<file path="src/rtl/pipe_stall_ctrl.sv">
// rtl/pipe_stall_ctrl.sv - pipeline stall/flush/halt controller
// Optional miss-timeout abort is enabled by defining PIPE_STALL_MISS_TIMEOUT_EN.
module pipe_stall_ctrl #(
    parameter int unsigned FLUSH_CYCLES = 2,
    parameter int unsigned MISS_TIMEOUT = 255
) (
    input  logic       clk,
    input  logic       rst_n,
    input  logic       stall_ld,
    input  logic       dc_miss,
    input  logic       dc_fill_done,
    input  logic       jump_req,
    input  logic       cpu_run,
    output logic       stall,
    output logic       stall_dly,
    output logic       stall_ex,
    output logic       stall_ma,
    output logic       stall_wb,
    output logic       stall_fin2,
    output logic       rst_pipe,
    output logic [2:0] ctrl_state,
    output logic       miss_timeout_err
);

    typedef enum logic [2:0] {
        S_RUN     = 3'd0,
        S_LDSTALL = 3'd1,
        S_MISS    = 3'd2,
        S_FLUSH   = 3'd3,
        S_HALT    = 3'd4
    } state_t;

    localparam logic [3:0] FLUSH_LOAD = 4'(FLUSH_CYCLES - 1);

    state_t     r_state;
    logic [3:0] r_flush_cnt;
    logic       r_stall_dly;
    logic       r_stall_fin2;
    logic       w_stall;
    logic       w_stall_ex;
    logic       w_stall_ma;
    logic       w_stall_wb;
    logic       w_rst_pipe;

`ifdef PIPE_STALL_MISS_TIMEOUT_EN
    logic [7:0] r_miss_cnt;
    logic       r_miss_timeout_err;
    logic       w_miss_timeout;

    assign w_miss_timeout = (r_miss_cnt == 8'(MISS_TIMEOUT - 1));

    // Counter is zero in the first MISS cycle, so the MISS_TIMEOUT-th cycle aborts.
    always_ff @(posedge clk or negedge rst_n) begin
        if (!rst_n) begin
            r_miss_cnt         <= '0;
            r_miss_timeout_err <= 1'b0;
        end else begin
            if (r_state == S_RUN && dc_miss) begin
                r_miss_cnt <= '0;
            end else if (r_state == S_MISS) begin
                r_miss_cnt <= r_miss_cnt + 8'd1;
                if (!dc_fill_done && w_miss_timeout) begin
                    r_miss_timeout_err <= 1'b1;
                end
            end
        end
    end

    assign miss_timeout_err = r_miss_timeout_err;
`else
    logic [7:0] w_unused_miss_timeout;
    assign w_unused_miss_timeout = 8'(MISS_TIMEOUT);
    assign miss_timeout_err      = 1'b0;
`endif

    always_ff @(posedge clk or negedge rst_n) begin
        if (!rst_n) begin
            r_state      <= S_RUN;
            r_flush_cnt  <= '0;
            r_stall_dly  <= 1'b0;
            r_stall_fin2 <= 1'b0;
        end else begin
            r_stall_dly  <= w_stall;
            r_stall_fin2 <= 1'b0;
            case (r_state)
                S_RUN: begin
                    if (dc_miss) begin
                        r_state <= S_MISS;
                    end else if (jump_req) begin
                        r_state     <= S_FLUSH;
                        r_flush_cnt <= FLUSH_LOAD;
                    end else if (stall_ld) begin
                        r_state <= S_LDSTALL;
                    end else if (!cpu_run) begin
                        r_state <= S_HALT;
                    end
                end
                S_LDSTALL: r_state <= S_RUN;
                S_MISS: begin
                    if (dc_fill_done) begin
                        r_state      <= S_RUN;
                        r_stall_fin2 <= 1'b1;
                    end
`ifdef PIPE_STALL_MISS_TIMEOUT_EN
                    else if (w_miss_timeout) begin
                        r_state     <= S_FLUSH;
                        r_flush_cnt <= FLUSH_LOAD;
                    end
`endif
                end
                S_FLUSH: begin
                    if (r_flush_cnt == 4'd0) begin
                        r_state <= S_RUN;
                    end else begin
                        r_flush_cnt <= r_flush_cnt - 4'd1;
                    end
                end
                S_HALT: begin
                    if (cpu_run) begin
                        r_state <= S_RUN;
                    end
                end
                default: r_state <= S_RUN;
            endcase
        end
    end

    // RUN outputs are Mealy so a hazard freezes the front end in the cycle it is raised.
    always_comb begin
        w_stall    = 1'b0;
        w_stall_ex = 1'b0;
        w_stall_ma = 1'b0;
        w_stall_wb = 1'b0;
        w_rst_pipe = 1'b0;
        case (r_state)
            S_RUN: begin
                if (dc_miss) begin
                    w_stall    = 1'b1;
                    w_stall_ex = 1'b1;
                    w_stall_ma = 1'b1;
                    w_stall_wb = 1'b1;
                end else if (!jump_req && stall_ld) begin
                    w_stall = 1'b1;
                end
            end
            S_LDSTALL: begin
                w_stall    = 1'b1;
                w_stall_ex = 1'b1;
            end
            S_MISS, S_HALT: begin
                w_stall    = 1'b1;
                w_stall_ex = 1'b1;
                w_stall_ma = 1'b1;
                w_stall_wb = 1'b1;
            end
            S_FLUSH: w_rst_pipe = 1'b1;
            default: ;
        endcase
    end

    assign stall      = w_stall;
    assign stall_ex   = w_stall_ex;
    assign stall_ma   = w_stall_ma;
    assign stall_wb   = w_stall_wb;
    assign rst_pipe   = w_rst_pipe;
    assign stall_dly  = r_stall_dly;
    assign stall_fin2 = r_stall_fin2;
    assign ctrl_state = r_state;

endmodule
</file>
<file path="config.mk">
export PLATFORM = sky130hd
export DESIGN_NAME = pipe_stall_ctrl
export DESIGN_NICKNAME = d
export VERILOG_FILES = /design/src/rtl/pipe_stall_ctrl.sv
export SDC_FILE = /design/constraint.sdc
export NUM_CORES = 1
export LEC_CHECK = 0
export CAP_MARGIN = 5
export CORE_AREA = 3 3 40 42
export DETAILED_ROUTE_END_ITERATION = 10
export DIE_AREA = 0 0 43 45
export GPL_TIMING_DRIVEN = 1
export PLACE_DENSITY_LB_ADDON = 0.05
export SETUP_SLACK_MARGIN = 0.02
export SYNTH_ARGS = -nofsm -noshare
export SYNTH_HDL_FRONTEND = slang
export SYNTH_SLANG_ARGS = --single-unit
</file>
<file path="constraint.sdc">
create_clock -name clk -period 1.9 [get_ports clk]
set_input_delay 0.38 -clock clk [delete_from_list [all_inputs] [get_ports clk]]
set_output_delay 0.38 -clock clk [all_outputs]
set_load 0.02 [all_outputs]
</file>
==> results of run 1 <==
cells by family (layout without fill, tap and decap cells):
family | Yosys count | after routing
adders and majority gates | 2 | 2
DFF | 9 | 9
AOI/OAI and AO/OA | 10 | 10
other | 1 | 1
buffers and inverters | 6 | 30
and+or+nand+nor | 22 | 22
worst max-delay path, stage by stage:
cell,delay [ns]
clkdlybuf4s50_1,0.55
nor3_1,0.08
a211oi_2,0.22
clkbuf_2,0.20
flip-flops by register name, summed over array words and instances, names as in the netlist:
signal       flops
ctrl_state       3
r_flush_cnt      4
stall_dly        1
stall_fin2       1
final timing paths:
kind,slack (ns),cells after the start,startpoint,to
max,0.1,4,dc_miss,stall_ma
min,0.42,1,rst_n,stall_dly
max reg2reg,0.33,5,r_flush_cnt[0],r_flush_cnt[0]
min reg2reg,0.52,1,r_flush_cnt[1],r_flush_cnt[1]
max in group asynchronous,1.17,1,rst_n,r_flush_cnt[1]
min in group clk,0.52,1,r_flush_cnt[1],r_flush_cnt[1]
cells in the mapped netlist (all sizes together) (2+ instances only):
cell   n  area [um^2]
buf    3        20.01
nor4   2        27.53
o21ai  2        10.01
nor3   2        10.01
inv    3        11.26
nand2  5        18.77
dfrtp  9        225.2
a211o  2        17.52
and3   2        12.51
nor2   3        11.26
layer usage:
layer,up-vias,wire length [um],share of wire,global-route usage
met3,3,90,0.077,0.03984
met2,19,501,0.43,0.2186
li1,226,-,-,-
met4,0,28,0.024,0.1084
met1,203,543,0.47,0.1951
met5,-,0,0,0
power breakdown:
group	switching, W	total [W]	internal [W]	leakage, nW
combinational	0.000339	0.000619	0.000281	0.221
clock	0.0000676	0.000149	0.0000810	0.0150
sequential	0.0000471	0.000310	0.000263	0.113
per-stage QoR:
stage | TNS, ns | total power (W)
finish | 0 | 0.001078
detailed placement | -1.089 | 0.0009607
floorplan | 0 | 0.0006808
CTS | -0.08138 | 0.001082
global route | 0 | 0.001165
global placement | -1.035 | 0.0009563
timing repair:
item	CTS	global route
endpoints found under the setup margin	5	5
pin swaps	0	2
gates resized for setup	10	9
area by class of cell:
cell class / instances / area [um^2] / share of cell area
clock buffers: 4 / 26.28 / 0.03584
inverters: 3 / 11.26 / 0.01536
multi-input cells: 35 / 250.2 / 0.3413
well taps: 15 / 18.77 / 0.02560
flip-flops and latches: 9 / 225.2 / 0.3072
repair buffers: 23 / 201.4 / 0.2747
==> flow_summary_export.csv, run 1 <==
group,metric,value,unit
run_status,outcome,"completed",
routing,dr.pass1.iters,4,
timing,period_minus_slack,1.803,ns
placed_design,dp_slack,-0.3252,ns
placed_design,dpl_cell_area,714.4,um^2
clock_network,clock_path_buffers,2,
layout,final_common_cell,"clkdlybuf4s50_1",
die,dieHeight,45,um
die,rows,13,
setup_path,worstPathArrival,1.42,ns
grt,grt_pass1_vias,444,
routing,drtIter0Drc,3,
pwr,power.density,1471,mW/mm^2
yosys,synth_seq_area_share,0.4523,
setup_path,critPathKind,"in -> out",
yosys,yosys.area_share.simple,0.2764,
layout,area_growth,47.24,%
layout,drive_gt1_frac,0.2432,
setup_path,cp-end-kind,"output pin",
clock_network,hold_buffers,0,
clock_network,clock-sinks,9,
timing,max_freq,554.6,MHz
routing,vias,451,
yosys,ys_types,29,
layout,final_core_util,0.5706,
pwr,ir_worst_vdd,0.0007044,V
setup_path,worstPathRequired,1.52,ns
clock_network,clk_pin_slew,0.06,ns
routing,antenna_left,0,
grt,grt_pass1_wl,2049,um
die,io-pin-count,18,
routing,post-route-drc-count,0,
yosys,synth_edf_count,0,
timing,final_max_slew_viol_count,0,
routing,wire_per_inst,13.08,um
placed_design,gp_congestion,0.7256,
grt,antenna_found_initial,0,
die,chipWidth,43,um
yosys,syn-cell-area,498.0,um^2
timing,setup_viol,0,
yosys,synth_flop_cell,"dfrtp_1",
timing,period_share,0.9491,
grt,grt_max_degree,10,
yosys,ys_ff_latch,9,
yosys,async_flop_share,1.000,
yosys,synth_nets,58,
timing,finalClockSkew,0.002805,ns
routing,drt_wl_total,1164,um
routing,viasPerCell,5.067,
grt,grt_usage,0.1511,
clock_network,clkLatencyLatePin,0.26,ns
yosys,synth_fa_ha_area_frac,0.04523,
layout,fin_nets,83,
yosys,synth_compound_area_frac,0.1558,
die,initial_core_util,0.3875,
clock_network,cts_post_setup_buffers_inserted,0,
placed_design,portBuffers,16,
layout,final_cells,89,
yosys,synth_area_per_cell,9.960,um^2
die,die_area,0.001935,mm^2
timing,holdWs,0.4246,ns
layout,final_cell_mix,"11 x clkdlybuf4s50_1, 9 x dfrtp_1, 6 x buf_4",
timing,fin_ws,0.09676,ns
yosys,yosysWarnings,0,
setup_path,startpoint_type,"input port",
setup_path,worstPathMaxFanout,3,
timing,rsz0062_at_grt,"no",
layout,final_area,733.2,um^2
placed_design,hpwl,865,um
yosys,syn_inst,50,
yosys,synthXorXnorAreaFrac,0,
min_path,worstHoldPathType,"in -> async",
yosys,synth_top_family_by_area,"simple AND/OR/NAND/NOR gates",
yosys,synth_mux_area_frac,0,
die,core,0.001285,mm^2
job,max_cap_viol_count,0,
timing,hold_violations,0,
placed_design,dp_cells,85,
clock_network,htreeDepth,1,
clock_network,cts-root-buf,"clkbuf_4",
layout,insertedDiodeCount,0,
pwr,leakage,0.3485,nW
clock_network,cts_tree,"built",
layout,nFillCells,134,
grt,grt_overflow,0,
clock_network,cts_buffers,3,
(Power assumes the default switching activity.)
==> run 2, diff against run 1 <==
--- a/config.mk
+++ b/config.mk
@@ -5,10 +5,11 @@
 export SDC_FILE = /design/constraint.sdc
 export NUM_CORES = 1
 export LEC_CHECK = 0
+export ABC_AREA = 1
 export CAP_MARGIN = 5
-export CORE_AREA = 3 3 40 42
+export CORE_MARGIN = 3
+export CORE_UTILIZATION = 44
 export DETAILED_ROUTE_END_ITERATION = 10
-export DIE_AREA = 0 0 43 45
 export GPL_TIMING_DRIVEN = 1
 export PLACE_DENSITY_LB_ADDON = 0.05
 export SETUP_SLACK_MARGIN = 0.02
==> run 2 against run 1 <==
Effect of this change: global-route usage up 2.1 points; flip-flop and latch count unchanged; worst hold slack worse by 0.018 ns; critical path depth down 2; sequential power up 8.7%; highest routed layer unchanged.
==> flow_summary_export.csv, run 2 <==
group,metric,value,unit
layout,final_common_cell,"nand2_1",
job,max_cap_viol_count,0,
routing,antenna_left,0,
setup_path,slowest_stage,"clkdlybuf4s50_1",
yosys,ys_top_cells_by_area,"dfrtp_1 39%, nand2_1 14%, nand3_1 8.6%",
pwr,p_seq_frac,0.227,
layout,final_cells,120,
yosys,syn_inst,79,
die,initial_core_util,0.4968,
timing,final_max_slew_viol_count,0,
layout,nFillCells,118,
layout,multi_input_area,305.3,um^2
timing,setup_viol,0,
yosys,ys_types,21,
placed_design,dp_cells,116,
grt,grt_pass1_wl,2352,um
pwr,p_switching,0.0006780,W
die,core,0.001171,mm^2
pwr,power.density,1782,mW/mm^2
placed_design,dpl_cell_area,808.3,um^2
routing,drtIter0Drc,11,
timing,period_share,0.9377,
clock_network,htreeDepth,1,
yosys,synth_top_area_frac,0.3871,
layout,top_register,"r_flush_cnt",
clock_network,cts-root-buf,"clkbuf_4",
grt,grt_overflow,0,
clock_network,clkLatencyLatePin,0.27,ns
setup_path,cp-end-kind,"output pin",
placed_design,gp_congestion,0.7805,
run_status,outcome,"completed",
layout,seqCellArea,226.5,um^2
yosys,synth_flop_cell,"dfrtp_1",
clock_network,cts_post_setup_buffers_inserted,0,
layout,final_area,834.6,um^2
yosys,synth_edf_count,0,
die,dieHeight,42.37,um
layout,drive_gt1_frac,0.2830,
die,rows,12,
placed_design,hpwl,1101,um
die,die_area,0.001795,mm^2
pwr,switching_share,0.4560,
setup_path,crit_chain,"buf_4, clkdlybuf4s50_1",
setup_path,crit_family,"buffers and inverters",
yosys,synth_most_common_cell,"nand2_1",
clock_network,cts_buffers,3,
die,io-pin-count,18,
layout,area_growth,43.44,%
setup_path,worstPathArrival,1.40,ns
routing,dr.pass1.iters,4,
clock_network,cts_tree,"built",
timing,period_minus_slack,1.782,ns
timing,rsz0062_at_grt,"yes",
routing,wire_per_inst,10.93,um
die,chipWidth,42.37,um
yosys,synthTopCellsByCount,"21 x nand2_1, 10 x nand3_1, 9 x dfrtp_1, 9 x nor2_1, 8 x inv_1",
routing,vias,568,
setup_path,slowest_delay,0.59,ns
pwr,comb_power_share,0.674,
grt,grt_usage,0.1718,
yosys,synth_area_per_cell,7.365,um^2
routing,post-route-drc-count,0,
yosys,synth_nets,87,
placed_design,portBuffers,16,
yosys,syn-cell-area,581.8,um^2
yosys,synth.largest_area_cell,"dfrtp_1",
routing,viasPerCell,4.733,
clock_network,clock_path_buffers,2,
pwr,leakage,0.4544,nW
layout,insertedDiodeCount,0,
timing,hold_violations,0,
setup_path,critPathKind,"reg -> out",
grt,grt_pass1_vias,567,
yosys,async_flop_share,1.000,
timing,fin_tns_setup,0,ns
grt,grt_max_degree,12,
timing,max_freq,561.3,MHz
pwr,internal-power,0.0008090,W
timing,holdWs,0.4070,ns
layout,final_cell_mix,"20 x nand2_1, 13 x buf_4, 11 x clkdlybuf4s50_1",
setup_path,startpoint_type,"flop",
timing,finalClockSkew,0.01246,ns
layout,fin_nets,115,
setup_path,worstPathMaxFanout,6,
grt,antenna_found_initial,0,
pwr,clock_power_share,0.099,
layout,final_core_util,0.7126,
layout,largest_register_ffs,4,
setup_path,cp_num_buf_inv,2,
routing,drt_wl_total,1312,um
yosys,yosysWarnings,0,
clock_network,clk_pin_slew,0.07,ns
setup_path,worstPathRequired,1.52,ns
clock_network,clock-sinks,9,
yosys,synth_seq_area_share,0.3871,
yosys,ys_ff_latch,9,
min_path,worstHoldPathType,"in -> async",
pwr,ir_worst_vdd,0.0008910,V
-- run 2: cell count changes after synthesis, moves of 2 or more --
cell     delta
inv_1       +5
nand3_1     +9
nor2_1      +6
and3_1      -2
inv_2       +2
a211o_1     -2
nor2_2      +3
nand2_1    +16
-- run 2: cell type report --
type,instances,share of cell area
tap,14,0.02099
sequential,9,0.2714
clock buffer,4,0.03148
inverter,10,0.04498
multi-input combinational,57,0.3658
timing repair buffer,26,0.2654
-- run 2: metrics by stage --
step | worst slack, ns | total power [W]
6_report | 0.1184 | 0.001487
5_1_grt | 0.004002 | 0.001627
4_1_cts | 0.03452 | 0.001458
3_5_place_dp | -0.3026 | 0.001367
3_3_place_gp | -0.2899 | 0.001333
2_1_floorplan | 0.1349 | 0.0009134
-- run 2: final timing paths --
path,from,end,slack [ns],cells past startpoint
min in group clk,r_flush_cnt[1],r_flush_cnt[1],0.53,2
max in group asynchronous,rst_n,ctrl_state[2],1.17,1
worst min register to register,r_flush_cnt[1],r_flush_cnt[1],0.53,2
worst max-delay path,ctrl_state[2],ctrl_state[2],0.12,2
worst max register to register,ctrl_state[0],r_flush_cnt[0],0.51,8
worst min-delay path,rst_n,r_flush_cnt[3],0.41,1
-- run 2: what timing repair did --
item | 4_1_cts | 5_1_grt
endpoints found under the hold margin | 0 | 0
pin swaps | 0 | 1
gates resized for setup | 18 | 9
cloned | 0 | 0
setup endpoints to repair | 5 | 5
hold buffers | 0 | 0
-- run 2: worst register-to-register path, stage by stage, from the launching register on --
cell,delay [ns]
dfrtp_1,0.41
buf_4,0.15
inv_1,0.07
nand2_1,0.06
nor2_2,0.12
buf_4,0.13
nand3_1,0.15
nand3_1,0.12
nand2_1,0.06
-- run 2: power by group through the flow --
stage	clock network [W]	logic, W	registers [W]
after floorplan	0	0.000517	0.000397
after global placement	0	0.00100	0.000333
after detailed placement	0	0.00103	0.000337
after CTS	0.000153	0.000972	0.000334
after global routing	0.000161	0.00111	0.000352
final	0.000148	0.00100	0.000337
-- run 2: cells by family (layout without fill, tap and decap cells) --
kind of cell / count (synthesis) / after routing / share of synthesized area
buf+inv: 13 / 40 / 0.1097
xor+xnor: 2 / 2 / 0.03011
fa+ha+maj: 1 / 1 / 0.02150
simple gates: 49 / 49 / 0.4108
other cells: 1 / 1 / 0.006445
compound gates: 4 / 4 / 0.03439
flops: 9 / 9 / 0.3871
-- run 2: per-layer routing --
| metal | part of all wire | global-route usage | vias to the layer above | wire length, um |
|---|---|---|---|---|
| met1 | 0.43 | 0.2101 | 249 | 568 |
| met3 | 0.065 | 0.06867 | 2 | 85 |
| met4 | 0.0053 | 0.03727 | 0 | 7 |
| met2 | 0.50 | 0.2827 | 17 | 651 |
| li1 | - | - | 300 | - |
| met5 | 0 | 0 | - | 0 |
==> run 3, diff against run 2 <==
--- a/config.mk
+++ b/config.mk
@@ -10,7 +10,7 @@
 export CORE_MARGIN = 3
 export CORE_UTILIZATION = 44
 export DETAILED_ROUTE_END_ITERATION = 10
-export GPL_TIMING_DRIVEN = 1
+export GPL_TIMING_DRIVEN = 0
 export PLACE_DENSITY_LB_ADDON = 0.05
 export SETUP_SLACK_MARGIN = 0.02
 export SYNTH_ARGS = -nofsm -noshare
==> run 3 against run 2 <==
Effect of this change: cell area down 4.8%; sequential share of layout area up 1.7 points; critical path depth up 3; critical endpoint is now stall.
==> flow_summary_export.csv, run 3 (synthesized netlist as in run 2, its figures left out) <==
group,metric,value,unit
run_status,outcome,"completed",
placed_design,dp_slack,-0.4663,ns
placed_design,hpwl,1033,um
pwr,power.density,1755,mW/mm^2
grt,grt_usage,0.1726,
pwr,ir_worst_vdd,0.0008635,V
routing,viasPerCell,4.861,
clock_network,cts_tree,"built",
setup_path,worstPathMaxFanout,6,
die,dieHeight,42.37,um
grt,grt_pass1_vias,554,
die,rows,12,
pwr,clock_power_share,0.109,
pwr,leakage,0.4276,nW
grt,antenna_found_initial,0,
routing,drt_wl_total,1295,um
setup_path,worstPathArrival,1.43,ns
timing,rsz0062_at_grt,"yes",
timing,fin_ws,0.09192,ns
layout,final_core_util,0.6784,
min_path,worstHoldPathType,"in -> async",
grt,grt_max_degree,11,
placed_design,dp_cells,109,
timing,final_max_slew_viol_count,0,
layout,fin_nets,110,
routing,drtIter0Drc,3,
clock_network,cts_buffers,3,
clock_network,cts-root-buf,"clkbuf_4",
pwr,internal-power,0.0007273,W
timing,finalClockSkew,0.0003728,ns
setup_path,worstPathRequired,1.52,ns
layout,largest_register_ffs,4,
setup_path,cp-end-kind,"output pin",
clock_network,clock-sinks,9,
pwr,p_switching,0.0006668,W
pwr,comb_power_share,0.628,
layout,final_common_cell,"nand2_1",
layout,final_cells,115,
timing,period_share,0.9516,
clock_network,clkLatencyLatePin,0.27,ns
grt,grt_pass1_wl,2277,um
die,die_area,0.001795,mm^2
pwr,switching_share,0.4783,
layout,area_growth,36.56,%
layout,drive_gt1_frac,0.2475,
die,initial_core_util,0.4968,
layout,insertedDiodeCount,0,
die,io-pin-count,18,
grt,grt_overflow,0,
layout,final_cell_mix,"21 x nand2_1, 10 x nand3_1, 10 x clkdlybuf4s50_1",
pwr,p_seq_frac,0.262,
timing,period_minus_slack,1.808,ns
routing,vias,559,
placed_design,gp_congestion,0.7752,
routing,wire_per_inst,11.26,um
die,chipWidth,42.37,um
clock_network,hold_buffers,0,
timing,hold_violations,0,
clock_network,clk_pin_slew,0.06,ns
routing,dr.pass1.iters,2,
clock_network,htreeDepth,1,
routing,antenna_left,0,
timing,setup_viol,0,
placed_design,portBuffers,16,
setup_path,reg2regPathDepth,6,
routing,post-route-drc-count,0,
clock_network,clock_path_buffers,2,
timing,max_freq,553.1,MHz
layout,top_register,"r_flush_cnt",
die,core,0.001171,mm^2
job,max_cap_viol_count,0,
setup_path,critPathKind,"reg -> out",
setup_path,startpoint_type,"flop",
run 3: cell types whose count changed in the layout (fill, tap and decap cells not counted), sizes merged:
| cell | delta |
|---|---|
| clkdlybuf4s50 | -1 |
| clkbuf | +1 |
| dlygate4sd2 | +1 |
| buf | -6 |
run 3: final cells by class:
class,count,area [um^2]
Fill cell,125,376.6
Timing Repair Buffer,18,155.1
Inverter,10,37.54
Tap cell,14,17.52
Multi-Input combinational cell,57,302.8
Clock buffer,4,26.28
Sequential cell,9,229.0
Buffer,3,26.28
run 3: final timing paths:
kind,startpoint,endpoint,slack [ns]
max reg2reg,ctrl_state[2],ctrl_state[2],0.67
max in group asynchronous,rst_n,ctrl_state[2],1.19
min in group clk,r_flush_cnt[1],r_flush_cnt[1],0.54
max,ctrl_state[2],stall,0.09
min,rst_n,r_flush_cnt[2],0.40
min reg2reg,r_flush_cnt[1],r_flush_cnt[1],0.54
run 3: layer usage:
metal	vias up	track usage	routed length (um)
met5	-	0	0
met4	0	0.05590	16
met3	2	0.08155	109
met2	16	0.2766	634
met1	252	0.2016	535
li1	289	-	-
run 3: critical path: stages (launching register included):
cell,delay [ns]
dfrtp_2,0.45
buf_4,0.15
nor3_1,0.16
nor2_1,0.08
o21ai_1,0.12
buf_2,0.21
run 3: timing repair:
| action | in CTS | in global routing |
|---|---|---|
| endpoints found under the hold margin | 0 | 0 |
| gates resized for setup | 20 | 5 |
| buffers inserted | 0 | 2 |
| setup endpoints to repair | 5 | 4 |
run 3: power groups by stage:
stage | sequential, W | clock, W | combinational (W)
floorplan | 0.000397 | 0 | 0.000517
global placement | 0.000352 | 0 | 0.000884
detailed placement | 0.000356 | 0 | 0.000906
CTS | 0.000366 | 0.000159 | 0.000890
global route | 0.000378 | 0.000174 | 0.000968
finish | 0.000366 | 0.000152 | 0.000876
run 3: metrics by stage:
step	TNS, ns	area [um^2]	hold WS [ns]	total power [W]
detailed placement	-1.448	759.5	0.5349	0.001261
global placement	-1.285	759.5	0.5168	0.001236
floorplan	0	581.8	0.08441	0.0009134
global route	0	794.5	0.4090	0.001521
CTS	-0.01066	794.5	0.4057	0.001415
finish	0	794.5	0.4043	0.001394
